===== src/rtl/frame_tracker_if.sv =====
// frame_tracker_if: beat-accept inputs and frame-tracking outputs of frame_tracker
interface frame_tracker_if #(
  parameter int CNT_W = 7
);
  logic             beat_accept;
  logic             tlast;
  logic             frame_start;
  logic             frame_end;
  logic             in_header;
  logic             in_payload;
  logic             in_drop;
  logic [CNT_W-1:0] beat_idx;
  logic [CNT_W-1:0] frame_len;
  logic             frame_drop;
  logic             err_runt;
  logic             err_trunc;
  logic             err_oversize;
  modport master (
    output beat_accept, tlast,
    input  frame_start, frame_end, in_header, in_payload, in_drop,
           beat_idx, frame_len, frame_drop, err_runt, err_trunc, err_oversize
  );
  modport slave (
    input  beat_accept, tlast,
    output frame_start, frame_end, in_header, in_payload, in_drop,
           beat_idx, frame_len, frame_drop, err_runt, err_trunc, err_oversize
  );
endinterface


===== src/rtl/frame_tracker.sv =====
// frame_tracker: frame boundary, header/payload region and length/error tracking for an accepted beat stream
module frame_tracker #(
  parameter int HDR_BEATS = 2,
  parameter int MIN_BEATS = 3,
  parameter int MAX_BEATS = 64,
  parameter int CNT_W     = $clog2(MAX_BEATS + 1)
) (
  input logic            clk,
  input logic            rst,
  frame_tracker_if.slave bus
);
  typedef enum logic [1:0] {IDLE, HEADER, PAYLOAD, DROP} state_t;
  // n is one bit wider so that the count past MAX_BEATS in DROP cannot wrap
  localparam logic [CNT_W:0]   HDR_N = (CNT_W + 1)'(HDR_BEATS);
  localparam logic [CNT_W:0]   MIN_N = (CNT_W + 1)'(MIN_BEATS);
  localparam logic [CNT_W:0]   MAX_N = (CNT_W + 1)'(MAX_BEATS);
  localparam logic [CNT_W-1:0] MAX_C = CNT_W'(MAX_BEATS);
  state_t           state_q, state_d;
  logic [CNT_W-1:0] beat_idx_q, beat_idx_d;
  logic [CNT_W-1:0] frame_len_q, frame_len_d;
  logic             frame_start_q, frame_start_d;
  logic             frame_end_q, frame_end_d;
  logic             frame_drop_q, frame_drop_d;
  logic             err_runt_q, err_runt_d;
  logic             err_trunc_q, err_trunc_d;
  logic             err_oversize_q, err_oversize_d;
  logic [CNT_W:0]   n;
  logic [CNT_W-1:0] n_sat;
  // next state, beat counter and one-cycle pulses for the beat accepted this cycle
  always_comb begin
    n              = {1'b0, beat_idx_q} + 1'b1;
    n_sat          = n > MAX_N ? MAX_C : n[CNT_W-1:0];
    state_d        = state_q;
    beat_idx_d     = beat_idx_q;
    frame_len_d    = frame_len_q;
    frame_start_d  = 1'b0;
    frame_end_d    = 1'b0;
    frame_drop_d   = 1'b0;
    err_runt_d     = 1'b0;
    err_trunc_d    = 1'b0;
    err_oversize_d = 1'b0;
    if (bus.beat_accept) begin
      frame_start_d = state_q == IDLE;
      if (bus.tlast) begin
        state_d      = IDLE;
        beat_idx_d   = '0;
        frame_end_d  = 1'b1;
        frame_len_d  = n_sat;
        frame_drop_d = state_q == DROP;
        err_runt_d   = n < MIN_N && state_q != DROP;
        err_trunc_d  = state_q == HEADER || (state_q == IDLE && HDR_BEATS > 1);
      end else begin
        beat_idx_d     = n_sat;
        err_oversize_d = state_q == PAYLOAD && n == MAX_N;
        state_d        = state_q == IDLE ? (HDR_BEATS > 1 ? HEADER : PAYLOAD) :
                         state_q == HEADER && n == HDR_N ? PAYLOAD :
                         err_oversize_d ? DROP : state_q;
      end
    end
  end
  // state and output registers; reset abandons any frame in progress
  always_ff @(posedge clk) begin
    if (rst) begin
      state_q        <= IDLE;
      beat_idx_q     <= '0;
      frame_len_q    <= '0;
      frame_start_q  <= 1'b0;
      frame_end_q    <= 1'b0;
      frame_drop_q   <= 1'b0;
      err_runt_q     <= 1'b0;
      err_trunc_q    <= 1'b0;
      err_oversize_q <= 1'b0;
    end else begin
      state_q        <= state_d;
      beat_idx_q     <= beat_idx_d;
      frame_len_q    <= frame_len_d;
      frame_start_q  <= frame_start_d;
      frame_end_q    <= frame_end_d;
      frame_drop_q   <= frame_drop_d;
      err_runt_q     <= err_runt_d;
      err_trunc_q    <= err_trunc_d;
      err_oversize_q <= err_oversize_d;
    end
  end
  assign bus.frame_start  = frame_start_q;
  assign bus.frame_end    = frame_end_q;
  assign bus.in_header    = state_q == HEADER;
  assign bus.in_payload   = state_q == PAYLOAD;
  assign bus.in_drop      = state_q == DROP;
  assign bus.beat_idx     = beat_idx_q;
  assign bus.frame_len    = frame_len_q;
  assign bus.frame_drop   = frame_drop_q;
  assign bus.err_runt     = err_runt_q;
  assign bus.err_trunc    = err_trunc_q;
  assign bus.err_oversize = err_oversize_q;
endmodule

===== src/flat_wrapper.sv =====
// flat-port wrapper written by rule: the top's interface ports become plain ports
module frame_tracker_flat 
#(
  parameter int HDR_BEATS = 2,
  parameter int MIN_BEATS = 3,
  parameter int MAX_BEATS = 64,
  parameter int CNT_W     = $clog2(MAX_BEATS + 1)
)
  (clk, rst, bus_beat_accept, bus_tlast, bus_frame_start, bus_frame_end, bus_in_header, bus_in_payload, bus_in_drop, bus_beat_idx, bus_frame_len, bus_frame_drop, bus_err_runt, bus_err_trunc, bus_err_oversize);
  frame_tracker_if #(.CNT_W(CNT_W)) bus_i ();
  input logic clk;
  input logic rst;
  input wire logic [$bits(bus_i.beat_accept)-1:0] bus_beat_accept;
  input wire logic [$bits(bus_i.tlast)-1:0] bus_tlast;
  output wire logic [$bits(bus_i.frame_start)-1:0] bus_frame_start;
  output wire logic [$bits(bus_i.frame_end)-1:0] bus_frame_end;
  output wire logic [$bits(bus_i.in_header)-1:0] bus_in_header;
  output wire logic [$bits(bus_i.in_payload)-1:0] bus_in_payload;
  output wire logic [$bits(bus_i.in_drop)-1:0] bus_in_drop;
  output wire logic [$bits(bus_i.beat_idx)-1:0] bus_beat_idx;
  output wire logic [$bits(bus_i.frame_len)-1:0] bus_frame_len;
  output wire logic [$bits(bus_i.frame_drop)-1:0] bus_frame_drop;
  output wire logic [$bits(bus_i.err_runt)-1:0] bus_err_runt;
  output wire logic [$bits(bus_i.err_trunc)-1:0] bus_err_trunc;
  output wire logic [$bits(bus_i.err_oversize)-1:0] bus_err_oversize;
  assign bus_i.beat_accept = bus_beat_accept;
  assign bus_i.tlast = bus_tlast;
  assign bus_frame_start = bus_i.frame_start;
  assign bus_frame_end = bus_i.frame_end;
  assign bus_in_header = bus_i.in_header;
  assign bus_in_payload = bus_i.in_payload;
  assign bus_in_drop = bus_i.in_drop;
  assign bus_beat_idx = bus_i.beat_idx;
  assign bus_frame_len = bus_i.frame_len;
  assign bus_frame_drop = bus_i.frame_drop;
  assign bus_err_runt = bus_i.err_runt;
  assign bus_err_trunc = bus_i.err_trunc;
  assign bus_err_oversize = bus_i.err_oversize;
  frame_tracker #(.HDR_BEATS(HDR_BEATS), .MIN_BEATS(MIN_BEATS), .MAX_BEATS(MAX_BEATS), .CNT_W(CNT_W)) u_core (.clk(clk), .rst(rst), .bus(bus_i));
endmodule

===== config.mk =====
export PLATFORM = sky130hd
export DESIGN_NAME = frame_tracker_flat
export DESIGN_NICKNAME = d
export VERILOG_FILES = /design/src/rtl/frame_tracker_if.sv /design/src/rtl/frame_tracker.sv /design/src/flat_wrapper.sv
export SDC_FILE = /design/constraint.sdc
export NUM_CORES = 1
export LEC_CHECK = 0
export CAP_MARGIN = 20
export CORE_MARGIN = 2
export CORE_UTILIZATION = 48
export CTS_CLUSTER_SIZE = 24
export DETAILED_ROUTE_END_ITERATION = 10
export PLACE_DENSITY_LB_ADDON = 0.3
export SYNTH_ARGS = -nofsm -noshare
export SYNTH_HDL_FRONTEND = slang
export SYNTH_SLANG_ARGS = --single-unit

===== constraint.sdc =====
create_clock -name clk -period 2.6 [get_ports clk]
set_input_delay 0.78 -clock clk [delete_from_list [all_inputs] [get_ports clk]]
set_output_delay 0.78 -clock clk [all_outputs]
set_load 0.005 [all_outputs]

; Word level (Yosys, flattened, before mapping)
; Index checks and enable logic that the tools add are counted.
[classes]
add_sub_neg = 1
order_cmp = 2
n_eq_ne = 6
muxes = 7
bitwise = 2
reduce_logical = 11
[ops]
columns = op, n
row1 = two-way mux 7 bit, 2
row2 = "adder 7 x 1 -> 8 bit, second input constant", 1
row3 = "equality test 8 x 2 -> 1 bit, second input constant", 1
row4 = "equality test 8 x 7 -> 1 bit, second input constant", 1
row5 = "> comparator 8 x 7 -> 1 bit, second input constant", 1
row6 = "less-than comparator 8 x 2 -> 1 bit, second input constant", 1
row7 = two-way mux 2 bit, 4
row8 = OR reduction 3 bit, 2
row9 = "equality test 2 bit, second input constant", 2
row10 = AND reduction 2 bit, 2
row11 = nonzero test 4 bit, 1
row12 = logical AND 1 bit, 3
row13 = "equality test 2 x 1 -> 1 bit, second input constant", 1
row14 = logical NOT 2 bit, 1
row15 = "inequality test 2 bit, second input constant", 1
row16 = NOT 1 bit, 2
row17 = OR reduction 2 bit, 1
row18 = logical OR 1 bit, 1
row19 = two-way mux 1 bit, 1
[word_totals]
reg_bits = 22
out_inout_bits = 23
elab_cells = 38

; Logic depth before layout (Yosys ltp)
[depth]
word_depth = 7
ltp_mapped = 7

; Least setup slack after synthesis
; OpenSTA, ideal clock, no wires.
[synth_path]
kind = flip-flop to flip-flop
startpoint = register u_core.beat_idx_q[0], in the netlist u_core.bus.beat_idx[0]
endpoint = register u_core.beat_idx_q[0], in the netlist u_core.bus.beat_idx[0]
setup_ns = 0.070
arrival_time_ns = 1.764
required_ns = 2.530
slack_ns = 0.765
stages_incl_launch_ff = 8
path_buffers = 1
period_less_slack_ns = 1.835
cell_sequence = dfxtp_1 ha_1 buf_4 nand2_2 nand4b_4 and2_4 or4b_1 a21oi_1
[synth_via]
elab_chain_cells = 4
[synth_rtl]
columns = element, line_no
row1 = start: declaration, frame_tracker.sv:19  ; logic [CNT_W-1:0] beat_idx_q, beat_idx_d;
row2 = start signal: assignment, frame_tracker.sv:75  ; beat_idx_q <= beat_idx_d;
row3 = adder 7 x 1 -> 8 bit (*), frame_tracker.sv:31  ; n = {1'b0, beat_idx_q} + 1'b1;
row4 = > comparator 8 x 7 -> 1 bit, frame_tracker.sv:32  ; n_sat = n > MAX_N ? MAX_C : n[CNT_W-1:0];
row5 = two-way mux 7 bit (*), frame_tracker.sv:32
row6 = two-way mux 7 bit (*), frame_tracker.sv:44  ; if (bus.tlast) begin
; Every way passes the cells marked *; elsewhere a longest branch is shown, timed or not.
; A chain may end at the register's enable or synchronous reset.

; Worst setup path after layout
[layout_path]
startpoint = register u_core.state_q[1]
endpoint = output port bus_in_payload
[layout_via]
elab_chain_cells = 1
[layout_rtl]
columns = element, line_no
row1 = start: declaration, frame_tracker.sv:18  ; state_t state_q, state_d;
row2 = start signal: assignment, frame_tracker.sv:74  ; state_q <= state_d;
row3 = equality test 2 bit, frame_tracker.sv:88  ; assign bus.in_payload = state_q == PAYLOAD;
row4 = end: declaration, flat_wrapper.sv:18  ; output wire logic [$bits(bus_i.in_payload)-1:0] bus_in_payload;
; Every way passes these cells.

==> metrics.cfg <==
[outcome]
status = finished clean

[synth]
synth_top_area_cell = dfxtp_1
yosysWarnings = 0
synthCells = 134
yosysSeqAreaShare_pct = 38.72
synth-main-ff-cell = dfxtp_1
synth_area_um2 = 1137
ys_seq_elements = 22
async_flop_share_pct = 0
synthesis.nets = 141
syn_avg_cell_area_um2 = 8.488
synth_cell_types = 39
synth_top_area_share_pct = 38.72
synth-edff-count = 0
netlist_top_cells_area = dfxtp_1, nand2_1, xnor2_1

[critical_path]
end_kind = output port
critPathLaunch = u_core.state_q[1]
critPathCapture = bus_in_payload
crit_fanout = 7
worst-path-stages = 3
worst_path_largest_cell_delay_ps = 540
cp.arrival_ps = 1560
critPathLaunchType = register
critPathTopFamily = buffers and inverters
critical_path_buf_inv_count = 2
path_cells = inv_1 > nor2_1 > clkdlybuf4s50_1
critPathRequiredTime_ps = 1820
regToRegSetupSlack_ps = 420
reg2reg_to = u_core.bus.beat_idx[0]
slowest_stage = clkdlybuf4s50_1
r2r_cells = 6
reg2reg_from = u_core.bus.beat_idx[1]
path_class = register to output port

[placed_design]
gp_congestion = 0.8201
dp_hpwl_mm = 1.947
dp_cells = 183
preCtsSetupSlack_ps = 248.4
place_area_um2 = 1400
io_buffer_count = 26

[finish]
drive_gt1_share_pct = 8.805
diodes = 0
areaGrowthSynthToFinish_pct = 26.29
postLayoutCoreUtil_pct = 64.31
nets = 167
design_area_um2 = 1436
final_cells = 187

[timing]
setup_slack_ps = 264.9
tightest_slew_ps = 468.7
rsz0062_at_grt = false
whs_ps = 466.6
relSlewSlack_pct = 68.71
final_hold_viol_count = 0
fin_crit_sh_pct = 89.81
fin_skew_ps = 2.840
fmaxAchievable_mhz = 428.2
slew_violations = 0
min_period_ps = 2335
setup_violations = 0
finalSetupTns_ps = 0

[route]
vias = 1034
drc_errors = 0
routed_via_density = 5.529
avgRoutedWirePerCell_um = 13.53
firstDrtPassIters = 4
first_iter_violations = 42
wl_mm = 2.530
ant_nets = 0

[cts]
cts-root-buf = clkbuf_4
clock_tree.buffer_depth = 2
clkTransAtPathRegs_ps = 120
cts_max_level = 1
cts_tree = done
clock_latency_ps = 310
numCtsBuffers = 3
clock_sinks = 22
cts_hold_buf = 0
cts_resized = 0
cts_setup_buffers = 0

[job]
drv_cap = 0

[global_route]
top_usage_layer = met2
grt_max_degree = 13
overflow = 0
grt_pass1_wl_mm = 4.153
met1_usage_pct = 26.33
met2_usage_pct = 33.33
grt_pass1_vias = 923
gr-usage-all-layers_pct = 20.87
grt_antenna_before_repair = 0
grt_use_met3_pct = 3.714

[floorplan]
std_cell_rows = 17
start_util_pct = 50.92
dieWidth_um = 52.68
core_area_um2 = 2233
fp.dieH_um = 52.68
die-area_um2 = 2775
io_pins = 27

[pwr]
power_mw = 0.6110
ir_drop_v = 0.0002892
p_leak_nw = 0.5355
power_density_nw_per_um2 = 425.3

[worst_hold_path]
holdCritPathClass = register to register

## layout make-up
class                      count  area, um^2
tap                           28       35.03
inverter                       7       26.28
multi-input combinational     97       615.6
clock buffer                   4       36.28
sequential                    22       440.4
timing repair buffer          29       282.8
fill                         201       797.0
## layer usage
layer	share of wire [%]	vias to the layer above	wire, um
met4	1.9	0	48
met1	46	482	1159
met2	48	27	1222
li1	-	521	-
met5	0	-	0
met3	4.0	4	100
## synthesized netlist by cell type, types with 2 or more instances
cell,number
a21oi_1,6
a22o_1,2
a31oi_1,2
and2_1,3
buf_2,2
buf_4,4
dfxtp_1,22
ha_1,3
inv_1,7
mux2i_1,2
nand2_1,17
nand3_1,6
nand4_1,3
nor2_1,11
nor3_1,5
o21ai_0,10
o21bai_1,2
xnor2_1,6
## logic make-up after synthesis
| logic type | after synthesis | share of synthesized area (%) |
|---|---|---|
| and+or+nand+nor | 57 | 27.28 |
| adders and majority gates | 3 | 3.301 |
| muxes | 2 | 1.760 |
| DFF | 22 | 38.72 |
| buffers and inverters | 15 | 7.151 |
| xor gates and xnor gates | 6 | 4.620 |
| AOI/OAI and AO/OA | 29 | 17.16 |
## cell usage in the layout, fill, tap and decap left out, drive strengths merged, types with 3 or more instances in the layout
master,count
nor3,5
clkdlybuf4s50,26
and2,4
clkbuf,4
inv,7
xnor2,6
a21oi,6
nand2,18
nand4,3
nand3,7
o21ai,10
ha,3
dfxtp,22
buf,3
nor2,11
## worst reg2reg max path, cell delays in order (launching register included)
cell and delay (ps):
dfxtp_1 470, ha_1 440, nand2_2 170, nand4b_4 230
and2_4 190, or4b_1 460, a21oi_1 160
## registers in the layout, indices dropped and copies added, names as in the netlist
| name | flops |
|---|---|
| u_core.bus.frame_end | 1 |
| u_core.bus.frame_start | 1 |
| u_core.bus.err_runt | 1 |
| u_core.bus.frame_len | 7 |
| u_core.bus.err_oversize | 1 |
| u_core.bus.beat_idx | 7 |
| u_core.state_q | 2 |
| u_core.bus.err_trunc | 1 |
| u_core.bus.frame_drop | 1 |
## power by group
| part | switching [mW] | internal [mW] |
|---|---|---|
| combinational | 0.0319 | 0.0354 |
| sequential | 0.00721 | 0.346 |
| clock | 0.105 | 0.0855 |
| total | 0.144 | 0.467 |
## worst min path at each step
| stage | start | end | slack, ps | depth (start not counted) |
|---|---|---|---|---|
| 6_report | u_core.bus.frame_len[4] | u_core.bus.frame_len[4] | 470 | 2 |
| 5_1_grt | u_core.bus.frame_len[0] | u_core.bus.frame_len[0] | 490 | 2 |
| 4_1_cts | u_core.bus.frame_len[0] | u_core.bus.frame_len[0] | 470 | 2 |
| 3_5_place_dp | u_core.bus.frame_len[4] | u_core.bus.frame_len[4] | 440 | 2 |
| 3_3_place_gp | u_core.bus.frame_len[3] | u_core.bus.frame_len[3] | 440 | 2 |
| 2_1_floorplan | u_core.bus.frame_len[0] | u_core.bus.frame_len[0] | 450 | 2 |
Power figures use the tool's default switching activity.
